<file path="src/rtl/cache_pkg.sv">
// Shared definitions for the cache-to-memory line bridge: state encoding and
// the default line/beat geometry used by both the cache and the bridge.
package cache_pkg;

    localparam int unsigned BridgeAwidth = 27;
    localparam int unsigned BridgeDwidth = 32;
    localparam int unsigned BridgeBeats  = 4;
    localparam int unsigned ByteBits     = $clog2(BridgeDwidth / 8);
    localparam int unsigned LineBits     = $clog2(BridgeBeats);
    localparam int unsigned LineFieldW   = BridgeAwidth - ByteBits - LineBits;

    typedef enum bit [2:0] {
        B_IDLE,
        B_CMD,
        B_RWAIT,
        B_ACK,
        B_END,
        B_DRAIN
    } bridge_state_t;

endpackage

</file>
<file path="src/rtl/if_wb.sv">
// Wishbone-style bus between the cache (master) and the line bridge (slave).
interface if_wb #(
    parameter int unsigned DWIDTH = 32
) ();

    logic              cyc;
    logic              stb;
    logic              we;
    logic [31:0]       adr;
    logic [DWIDTH-1:0] dat_m;
    logic [DWIDTH/8-1:0] sel;
    logic              ack;
    logic              stall;
    logic [DWIDTH-1:0] dat_s;

    modport master (
        output cyc, stb, we, adr, dat_m, sel,
        input  ack, stall, dat_s
    );

    modport slave (
        input  cyc, stb, we, adr, dat_m, sel,
        output ack, stall, dat_s
    );

endinterface

</file>
<file path="src/rtl/cache_line_bridge.sv">
// Turns a cache line burst on the wishbone bus into per-word memory commands,
// generating beat addresses from the latched line address and acking each beat.
module cache_line_bridge
    import cache_pkg::*;
#(
    parameter int unsigned AWIDTH   = BridgeAwidth,
    parameter int unsigned DWIDTH   = BridgeDwidth,
    parameter int unsigned BEATS    = BridgeBeats,
    localparam int unsigned BYTEBITS = $clog2(DWIDTH / 8),
    localparam int unsigned LBITS    = $clog2(BEATS),
    localparam int unsigned LINEW    = AWIDTH - BYTEBITS - LBITS
) (
    input  logic                       clk_i,
    input  logic                       rst_i,
    if_wb.slave                        cbus,
    output logic                       mem_req,
    output logic                       mem_we,
    output logic [AWIDTH-BYTEBITS-1:0] mem_adr,
    output logic [DWIDTH-1:0]          mem_wdat,
    output logic [DWIDTH/8-1:0]        mem_be,
    input  logic                       mem_wait,
    input  logic [DWIDTH-1:0]          mem_rdat,
    input  logic                       mem_rvalid
);

    bridge_state_t     state_q, state_d;
    logic [LBITS-1:0]  beat_q, beat_d;
    logic [LINEW-1:0]  line_q, line_d;
    logic              we_q, we_d;
    logic [DWIDTH-1:0] dat_s_q, dat_s_d;
    logic              ack;

    // Bits the bridge deliberately ignores: byte lanes, offset within the line,
    // and address bits above the memory space.
    logic unused_bits;
    assign unused_bits = ^{cbus.sel, cbus.adr[31:AWIDTH], cbus.adr[BYTEBITS+LBITS-1:0]};

    always_ff @(posedge clk_i) begin
        if (rst_i) begin
            state_q <= B_IDLE;
            beat_q  <= '0;
            line_q  <= '0;
            we_q    <= 1'b0;
            dat_s_q <= '0;
        end else begin
            state_q <= state_d;
            beat_q  <= beat_d;
            line_q  <= line_d;
            we_q    <= we_d;
            dat_s_q <= dat_s_d;
        end
    end

    always_comb begin
        state_d = state_q;
        beat_d  = beat_q;
        line_d  = line_q;
        we_d    = we_q;
        dat_s_d = dat_s_q;
        mem_req = 1'b0;
        mem_we  = 1'b0;
        ack     = 1'b0;

        unique case (state_q)
            B_IDLE: begin
                if (cbus.cyc && cbus.stb) begin
                    line_d  = cbus.adr[AWIDTH-1:BYTEBITS+LBITS];
                    we_d    = cbus.we;
                    beat_d  = '0;
                    state_d = B_CMD;
                end
            end
            B_CMD: begin
                if (!cbus.cyc) begin
                    state_d = B_IDLE;
                end else if (cbus.stb) begin
                    mem_req = 1'b1;
                    mem_we  = we_q;
                    if (!mem_wait) begin
                        state_d = we_q ? B_ACK : B_RWAIT;
                    end
                end
            end
            B_RWAIT: begin
                // An accepted read must still be absorbed if the cache walks away.
                if (!cbus.cyc) begin
                    state_d = mem_rvalid ? B_IDLE : B_DRAIN;
                end else if (mem_rvalid) begin
                    dat_s_d = mem_rdat;
                    state_d = B_ACK;
                end
            end
            B_ACK: begin
                if (!cbus.cyc) begin
                    state_d = B_IDLE;
                end else begin
                    ack = 1'b1;
                    if (beat_q == LBITS'(BEATS - 1)) begin
                        state_d = B_END;
                    end else begin
                        beat_d  = beat_q + 1'b1;
                        state_d = B_CMD;
                    end
                end
            end
            B_END: begin
                if (!cbus.cyc) begin
                    state_d = B_IDLE;
                end
            end
            B_DRAIN: begin
                if (mem_rvalid) begin
                    state_d = B_IDLE;
                end
            end
            default: state_d = B_IDLE;
        endcase
    end

    assign cbus.ack   = ack;
    assign cbus.stall = 1'b0;
    assign cbus.dat_s = dat_s_q;
    assign mem_adr    = {line_q, beat_q};
    assign mem_wdat   = cbus.dat_m;
    assign mem_be     = '1;

endmodule
</file>
<file path="src/flat_wrapper.sv">
// flat-port wrapper written by rule: the top's interface ports become plain ports
module cache_line_bridge_flat import cache_pkg::*;
#(
    parameter int unsigned AWIDTH   = BridgeAwidth,
    parameter int unsigned DWIDTH   = BridgeDwidth,
    parameter int unsigned BEATS    = BridgeBeats,
    localparam int unsigned BYTEBITS = $clog2(DWIDTH / 8),
    localparam int unsigned LBITS    = $clog2(BEATS),
    localparam int unsigned LINEW    = AWIDTH - BYTEBITS - LBITS
)
  (clk_i, rst_i, mem_req, mem_we, mem_adr, mem_wdat, mem_be, mem_wait, mem_rdat, mem_rvalid, cbus_cyc, cbus_stb, cbus_we, cbus_adr, cbus_dat_m, cbus_sel, cbus_ack, cbus_stall, cbus_dat_s);
  if_wb #(.DWIDTH(DWIDTH)) cbus_i ();
  input  logic clk_i;
  input  logic rst_i;
  output logic mem_req;
  output logic mem_we;
  output logic [AWIDTH-BYTEBITS-1:0] mem_adr;
  output logic [DWIDTH-1:0] mem_wdat;
  output logic [DWIDTH/8-1:0] mem_be;
  input  logic mem_wait;
  input  logic [DWIDTH-1:0] mem_rdat;
  input  logic mem_rvalid;
  input wire logic [$bits(cbus_i.cyc)-1:0] cbus_cyc;
  input wire logic [$bits(cbus_i.stb)-1:0] cbus_stb;
  input wire logic [$bits(cbus_i.we)-1:0] cbus_we;
  input wire logic [$bits(cbus_i.adr)-1:0] cbus_adr;
  input wire logic [$bits(cbus_i.dat_m)-1:0] cbus_dat_m;
  input wire logic [$bits(cbus_i.sel)-1:0] cbus_sel;
  output wire logic [$bits(cbus_i.ack)-1:0] cbus_ack;
  output wire logic [$bits(cbus_i.stall)-1:0] cbus_stall;
  output wire logic [$bits(cbus_i.dat_s)-1:0] cbus_dat_s;
  assign cbus_i.cyc = cbus_cyc;
  assign cbus_i.stb = cbus_stb;
  assign cbus_i.we = cbus_we;
  assign cbus_i.adr = cbus_adr;
  assign cbus_i.dat_m = cbus_dat_m;
  assign cbus_i.sel = cbus_sel;
  assign cbus_ack = cbus_i.ack;
  assign cbus_stall = cbus_i.stall;
  assign cbus_dat_s = cbus_i.dat_s;
  cache_line_bridge #(.AWIDTH(AWIDTH), .DWIDTH(DWIDTH), .BEATS(BEATS)) u_core (.clk_i(clk_i), .rst_i(rst_i), .cbus(cbus_i), .mem_req(mem_req), .mem_we(mem_we), .mem_adr(mem_adr), .mem_wdat(mem_wdat), .mem_be(mem_be), .mem_wait(mem_wait), .mem_rdat(mem_rdat), .mem_rvalid(mem_rvalid));
endmodule
</file>
<file path="config.mk">
export PLATFORM = sky130hd
export DESIGN_NAME = cache_line_bridge_flat
export DESIGN_NICKNAME = d
export VERILOG_FILES = /design/src/rtl/cache_pkg.sv /design/src/rtl/if_wb.sv /design/src/rtl/cache_line_bridge.sv /design/src/flat_wrapper.sv
export SDC_FILE = /design/constraint.sdc
export NUM_CORES = 1
export LEC_CHECK = 0
export CAP_MARGIN = 20
export CELL_PAD_IN_SITES_DETAIL_PLACEMENT = 0
export CELL_PAD_IN_SITES_GLOBAL_PLACEMENT = 2
export CORE_UTILIZATION = 15
export DETAILED_ROUTE_END_ITERATION = 10
export PLACE_DENSITY_LB_ADDON = 0.15
export SLEW_MARGIN = 20
export SYNTH_ARGS = -nofsm -noshare
export SYNTH_HDL_FRONTEND = slang
export SYNTH_SLANG_ARGS = --single-unit
</file>
<file path="constraint.sdc">
create_clock -name clk_i -period 1.4 [get_ports clk_i]
set_input_delay 0.35 -clock clk_i [delete_from_list [all_inputs] [get_ports clk_i]]
set_output_delay 0.35 -clock clk_i [all_outputs]
set_load 0.02 [all_outputs]
</file>
# Word level (Yosys, flattened, before mapping)
# Cells that the tools add are included.
# Widths: inputs -> output; s select.
word_totals:
  ff_bits: 61
  out_inout_bits: 97
op_classes:
  add_sub_neg: 1
  mux: 25
  eq_ne: 14
  n_reduce_logical: 7
ops:
  columns: ["operator", "count"]
  rows:
  - ["$mux 3", 11]
  - ["$pmux 3 s6", 1]
  - ["$mux 1", 9]
  - ["$ne 3x3->1 const B", 3]
  - ["$ne 2x2->1 const B", 4]
  - ["$eq 3x2->1 const B", 2]
  - ["$eq 3x3->1 const B", 2]
  - ["$mux 2", 3]
  - ["$reduce_and 6->1", 1]
  - ["$pmux 2 s2", 1]
  - ["$reduce_and 4->1", 1]
  - ["$eq 3x1->1 const B", 1]
  - ["$logic_not 3->1", 1]
  - ["$reduce_and 3->1", 1]
  - ["$add 2x1->2 const B", 1]
  - ["$eq 2x2->1 const B", 1]
  - ["$ne 2x1->1 const B", 1]
  - ["$reduce_and 2->1", 1]
  - ["$reduce_bool 2->1", 1]
  - ["$logic_and 1x1->1", 1]

# Longest topological paths before layout
# Gate-level depths: netlist of run 1.
depth:
  depth_word: 5
  mapped_depth: 7

# Worst setup path after synthesis of run 1
# OpenSTA, ideal clock, no wires.
synth_timing:
  kind: "register -> register"
  start: "register u_core.state_q[0]"
  end: "register u_core.line_q[21]"
  arrival_ps: 1397
  period_less_slack_ps: 1529
  slack_ps: -129
  stages_incl_launch_ff: 8
  required_ps: 1268
  path_cell_list: "dfxtp_1 > buf_6 > or3b_4 > or2_1 > buf_6 > buf_6 > nand2_1 > a21oi_1"
synth_via:
  elab_chain_cells: 2
synth_lines:
  columns: ["element", "line_no", "source"]
  rows:
  - ["start: declaration", "cache_line_bridge.sv:26", "bridge_state_t state_q, state_d;"]
  - ["start signal: assignment", "cache_line_bridge.sv:46", "state_q <= state_d;"]
  - ["$logic_not 3->1", "cache_line_bridge.sv:64", "unique case (state_q)"]
  - ["$reduce_and 2->1 (no source line)", null, null]
  - ["end signal: assignment", "cache_line_bridge.sv:48", "line_q <= line_d;"]
  - ["end: declaration", "cache_line_bridge.sv:28", "logic [LINEW-1:0] line_q, line_d;"]
# No other way between the ends.
# A chain may end at the register's enable or synchronous reset.

# Worst setup path in the final report of run 1
layout_timing:
  start: "register u_core.state_q[1]"
  end: "register u_core.line_q[10]"
# Same word-level chain as after synthesis.

==> metrics, run 1 <==
initial antenna violation count 0; first-pass GRT wire length 15060 µm; classification of the worst-slack hold path in -> reg; n_diodes 0; TritonCTS clock tree built; Logic pwr share 28.9%; # nets final 568; Worst VDD drop 0.5705 mV; worst-path fanout max 6; All-Layer GR Usage 11.53%; Synth cell types 34; die width around 140 µm; Slew Limit Fails 0; PortBufs 121; iteration-0 DRC count of the detailed router 88; CP cell instances buf_6 > or3b_4 > or2_4 > clkbuf_16 > nand2_1 > a21oi_2; Fmax roughly 620 MHz; CTS Root Cell clkbuf_16; Int Pwr 4.086 mW; GP Congestion 0.6810; std cell rows 48; WL per Instance 15.19 µm; gr ovfl total 0; commonest non-fill, non-tap cell in the layout nand2_1; dpl hpwl between 6000 and 7000 µm; failing checks setup timing; ys async rst share 0%; CP top delay family simple AND/OR/NAND/NOR gates; Final setup viols 59; pin count of the biggest net entering global routing 27; Top FF cell, synth dfxtp_1; Max Cap Viol 0; clock network power share 37.9%; RSZ-0062 raised after global routing yes; Post-Syn Area ~2700 µm²; vias in the first global route 2623; Die H approximately 140 µm; most frequent cells in the layout 78 x nand2_1, 58 x clkdlybuf4s50_1, 57 x dfxtp_1, 35 x a21oi_1, 31 x dlygate4sd2_1; DRT Pass-1 Iters 4; Leak 2.018 nW; sequential share of the synthesized area 46.02%; Switching Share 29.07%; htree depth 3; clk_skew roughly 0.0035 ns; vias 2633; Worst-Skew Late Latency between 0.3 and 0.4 ns; area grow syn2layout 86.70%; antenna-violating nets left 0; vias per inst 3.821; CP Launch Type flip-flop; Tmin final 1.612 ns; Syn Inst Count 339; Util after Layout 28.65%; die area 18230 µm²; nature of the critical path endpoint flip-flop; starting density of the core 15.34%; CP bufs+invs 2; I/O pins just over 200; worst endpoint required time 1.61 ns; TritonCTS Buffers 9; FF+latch count, synth 61; # hold bufs at CTS 0; share of cells above drive strength 1 31.68%; Cell Pwr Density 1163 nW/µm²; Sequential Power Share 33.2%; final wirelength around 10000 µm; setup ws final -0.2123 ns; Core ar. 17300 µm²; Synth Warn # 0; Clock Tree Buf Depth 2; synthesized area per cell between 7 and 8 µm²; CP max-delay cell or3b_4; CP max stage delay 0.42 ns; CP Class reg -> reg; WP data arrival approximately 1.8 ns; clock-pin slew on the worst setup and hold paths 0.05 ns; Clock Sinks 61; Hold Slack around 0.32 ns; status finished, violations left; post-route DRC violation count 0; fin crit share 115.2%; fillcell total 1865; number of synthesized flops with an enable pin 0; Net Sw Power 1.674 mW; Final Hold Violating Endpoints 0
==> cell families after synthesis <==
kind of cell	after synthesis	share of synthesized area [%]
AND/OR/NAND/NOR	142	23.05
AO/OA/AOI/OAI	71	14.24
flip-flops	61	46.02
buffers and inverters	60	15.18
multiplexers	2	0.7544
other	2	0.2830
adder cells (fa/ha/maj)	1	0.4714
==> cell type report <==
cell class	count	area, µm²	area share, %
inverters	1	3.754	0.07576
clock buffers	10	229.0	4.621
multi-input cells	221	1374	27.73
well taps	225	281.5	5.682
clock inverters	5	52.55	1.061
repair buffers	166	1788	36.09
flip-flops and latches	61	1226	24.75
==> power groups by stage <==
stage / clock network, mW / logic, mW / registers [mW]
floorplan: 0 / 0.624 / 2.02
global placement: 0 / 1.13 / 1.93
detailed placement: 0 / 1.13 / 1.93
CTS: 2.30 / 1.50 / 1.90
global route: 2.35 / 1.78 / 1.92
finish: 2.19 / 1.66 / 1.91
==> worst paths after layout <==
kind	start	end	slack, ns	depth (start not counted)
worst max-delay path	u_core.state_q[1]$_SDFFE_PP0P_	u_core.line_q[10]$_SDFFE_PP0P_	-0.21	6
worst max register to register	u_core.state_q[1]$_SDFFE_PP0P_	u_core.line_q[10]$_SDFFE_PP0P_	-0.21	6
worst min register to register	u_core.cbus.dat_s[4]$_SDFFE_PP0P_	u_core.cbus.dat_s[4]$_SDFFE_PP0P_	0.45	2
worst min-delay path	rst_i	u_core.state_q[1]$_SDFFE_PP0P_	0.32	2
==> through the flow <==
stage	std cells	cell area [µm²]	power (mW)	setup TNS (ns)	setup slack (ns)
3_5_place_dp	652	3979	3.061	-32.57	-0.8499
2_1_floorplan	342	2670	2.639	-2.402	-0.1220
5_1_grt	689	4955	6.058	-12.21	-0.2577
6_report	689	4955	5.760	-8.082	-0.2123
3_3_place_gp	652	3979	3.064	-32.50	-0.8429
4_1_cts	685	4775	5.705	-8.296	-0.2310
==> worst reg2reg max path, delay by kind of cell, from the launching register on <==
kind                   cells  cell delay, ns
flip-flops                 1            0.32
AO/OA/AOI/OAI              1            0.05
AND/OR/NAND/NOR            3            0.82
buffers and inverters      2            0.30
==> synth_stat cells, types with 2 or more instances <==
master	n	area, µm²
o21ai_0	4	20.02
nor3b_1	2	15.01
dfxtp_1	61	1221
nor2b_1	2	12.51
a21oi_1	58	290.3
buf_4	37	277.8
conb_1	2	7.510
nand2_1	112	420.4
nand2b_1	5	31.28
nor3_1	2	10.01
clkbuf_1	11	41.29
nor2_1	4	15.01
and2_1	2	12.51
a31oi_1	3	18.77
mux2i_1	2	20.02
a211oi_1	2	15.01
and3_1	4	25.02
buf_2	7	35.03
buf_6	4	45.04
==> timing repair <==
item | CTS | global route
setup endpoints to repair | 118 | 82
setup buffers | 10 | 1
cloned | 8 | 3
gates resized for setup | 166 | 61
pin swaps | 46 | 10
==> flip-flops by register name, summed over array words and instances (netlist names) <==
name,count
u_core.cbus.dat_s,32
u_core.line_q,23
u_core.state_q,3
u_core.beat_q,2
u_core.we_q,1
==> routing by layer <==
layer	track usage, %	routed length, µm	up-vias
met5	0	0	-
met4	6.242	182	0
met3	3.378	615	17
met2	18.87	5159	81
met1	13.53	4505	1223
li1	-	-	1312
Power figures use the tool's default switching activity.
==> inputs of run 2 (changes only) <==
GPL_TIMING_DRIVEN = 0   (was default)
HOLD_SLACK_MARGIN = 0.03   (was default)
==> metrics, run 2 (synthesis results as in run 1) <==
dpl hpwl 6666 µm (was 6029 µm); nature of the critical path endpoint flip-flop (unchanged); CP Class reg -> reg (unchanged); total power 5.878 mW (was 5.760 mW); max reg flops 32 (unchanged); antenna-violating nets left 0 (unchanged); WP data arrival 1.87 ns (was 1.82 ns); die width 135.0 µm (unchanged); DRT Pass-1 Iters 4 (unchanged); Final setup viols 55 (was 59); dpl ws -1.202 ns (was -0.8499 ns); Critical R2R Launch u_core.state_q[1]$_SDFFE_PP0P_ (unchanged); area of the multi-input gates 1466 µm² (was 1374 µm²); CP Launch Type flip-flop (unchanged); iteration-0 DRC count of the detailed router 72 (was 88); Finished Layout Cells 755 (was 689); reg2reg path depth 7 (was 6); Leak 2.293 nW (was 2.018 nW); vias 2901 (was 2633); GP Congestion 0.6861 (was 0.6810); Clock Tree Buf Depth 2 (unchanged); PortBufs 152 (was 121); CP max-delay cell or3b_4 (unchanged); failing checks setup timing (unchanged); RSZ-0062 raised after global routing yes (unchanged); Worst VDD drop 0.5418 mV (was 0.5705 mV); Worst-Skew Late Latency 0.34 ns (was 0.33 ns); first-pass GRT wire length 14050 µm (was 15060 µm); pin count of the biggest net entering global routing 12 (was 27); post-route DRC violation count 0 (unchanged); Max Cap Viol 0 (unchanged); # nets final 633 (was 568); R2R Path End u_core.line_q[4]$_SDFFE_PP0P_ (was u_core.line_q[10]$_SDFFE_PP0P_); std cell rows 48 (unchanged); Final TNS setup -7.370 ns (was -8.082 ns); classification of the worst-slack hold path reg -> reg (was in -> reg); Core ar. 17300 µm² (unchanged); Sequential Area 1229 µm² (was 1226 µm²); status finished, violations left (unchanged); All-Layer GR Usage 10.21% (was 11.53%); hold path start u_core.line_q[11]$_SDFFE_PP0P_ (was rst_i); Rel. slew slack 50.00%; commonest non-fill, non-tap cell in the layout clkdlybuf4s50_1 (was nand2_1); area grow syn2layout 109.2% (was 86.70%); final wirelength 9687 µm (was 10460 µm); htree depth 3 (unchanged); setup ws final -0.2761 ns (was -0.2123 ns); # hold bufs at CTS 0 (unchanged); gr ovfl total 0 (unchanged); fin crit share 119.7% (was 115.2%); post-route cell area 5553 µm² (was 4955 µm²); worst endpoint required time 1.59 ns (was 1.61 ns); vias in the first global route 2727 (was 2623); n_diodes 0 (unchanged); clock-pin slew on the worst setup and hold paths 0.06 ns (was 0.05 ns); I/O pins 204 (unchanged); Tmin final 1.676 ns (was 1.612 ns); Util after Layout 32.10% (was 28.65%); share of cells above drive strength 1 38.49% (was 31.68%); Fmax 596.6 MHz (was 620.2 MHz); CP cell instances buf_4 > or3b_4 > or2_1 > buf_6 > clkbuf_16 > nand2_1 > a21oi_1 (was buf_6 > or3b_4 > or2_4 > clkbuf_16 > nand2_1 > a21oi_2); CTS Root Cell clkbuf_16 (unchanged); placed cell count 719 (was 652); Worst Hold End u_core.line_q[11]$_SDFFE_PP0P_ (was u_core.state_q[1]$_SDFFE_PP0P_); starting density of the core 15.34% (unchanged); slew of the pin with the lowest slew margin 0.7500 ns; clk_skew 0.005364 ns (was 0.003549 ns); Die H 135.0 µm (unchanged); initial antenna violation count 0 (unchanged); Cell Pwr Density 1059 nW/µm² (was 1163 nW/µm²); placed instance area 4473 µm² (was 3979 µm²); Clock Sinks 61 (unchanged); worst-path fanout max 6 (unchanged); CP max stage delay 0.42 ns (about the same); most frequent cells in the layout 89 x clkdlybuf4s50_1, 64 x nand2_1, 57 x dfxtp_1, 46 x buf_4, 36 x a21oi_2 (was 78 x nand2_1, 58 x clkdlybuf4s50_1, 57 x dfxtp_1, 35 x a21oi_1, 31 x dlygate4sd2_1); fillcell total 1830 (was 1865); TritonCTS Buffers 9 (unchanged); Slew Limit Fails 0 (unchanged); WL per Instance 12.83 µm (was 15.19 µm); TritonCTS clock tree built (unchanged); vias per inst 3.842 (was 3.821); Final Hold Violating Endpoints 0 (unchanged); die area 18230 µm² (unchanged); Worst Hold Path Cells 2 (unchanged); FF-to-FF setup slack -0.28 ns (was -0.21 ns); Hold Slack 0.4506 ns (was 0.3216 ns)
## run 2: cell count changes in the layout (fill, tap and decap cells not counted), sizes merged
| cell | delta |
|---|---|
| clkdlybuf4s50 | +31 |
| bufinv | +1 |
| buf | +23 |
| clkbuf | +13 |
| clkdlybuf4s15 | +10 |
| dlygate4sd2 | -11 |
| bufbuf | -1 |
## run 2: timing repair
item,in CTS,in global routing
setup endpoints to repair,119,88
buffers inserted,7,8
gates cloned,1,5
gates resized for setup,130,161
pin swaps,11,42
## run 2: cell type report
type	count	share of cell area [%]
Timing Repair Buffer	173	31.77
Multi-Input combinational cell	221	26.41
Sequential cell	61	22.13
Buffer	58	8.698
Tap cell	225	5.070
Clock buffer	10	4.304
Clock inverter	6	1.555
Inverter	1	0.06760
## run 2: how the worst max path moves through the flow
stage               slack [ns]                              to                      startpoint
floorplan                -0.12  u_core.line_q[21]$_SDFFE_PP0P_  u_core.state_q[0]$_SDFFE_PP0P_
global placement         -1.21                          mem_we                        cbus_cyc
detailed placement       -1.20                          mem_we                        cbus_cyc
CTS                      -0.27                          mem_we  u_core.state_q[1]$_SDFFE_PP0P_
global route             -0.32                          mem_we  u_core.state_q[1]$_SDFFE_PP0P_
finish                   -0.28   u_core.line_q[4]$_SDFFE_PP0P_  u_core.state_q[1]$_SDFFE_PP0P_
## run 2: metal layers
metal | GRT usage, % | vias to the layer above | share of wire, %
met2 | 16.49 | 114 | 48
met3 | 4.167 | 13 | 8.4
met1 | 11.68 | 1334 | 42
li1 | - | 1440 | -
met5 | 0 | - | 0
met4 | 4.869 | 0 | 1.8
## run 2: where the power goes
group	total, mW	switching [mW]	internal (mW)	leakage, nW
Combinational	1.52	0.718	0.803	1.64
Clock	2.44	0.834	1.60	0.158
Sequential	1.92	0.0780	1.84	0.496
## run 2: worst max-delay path, delay by kind of cell (launching register included)
family	cells	cell delay [ns]
DFF	1	0.32
and+or+nand+nor	3	0.71
AOI/OAI and AO/OA	1	0.06
buffers and inverters	3	0.44
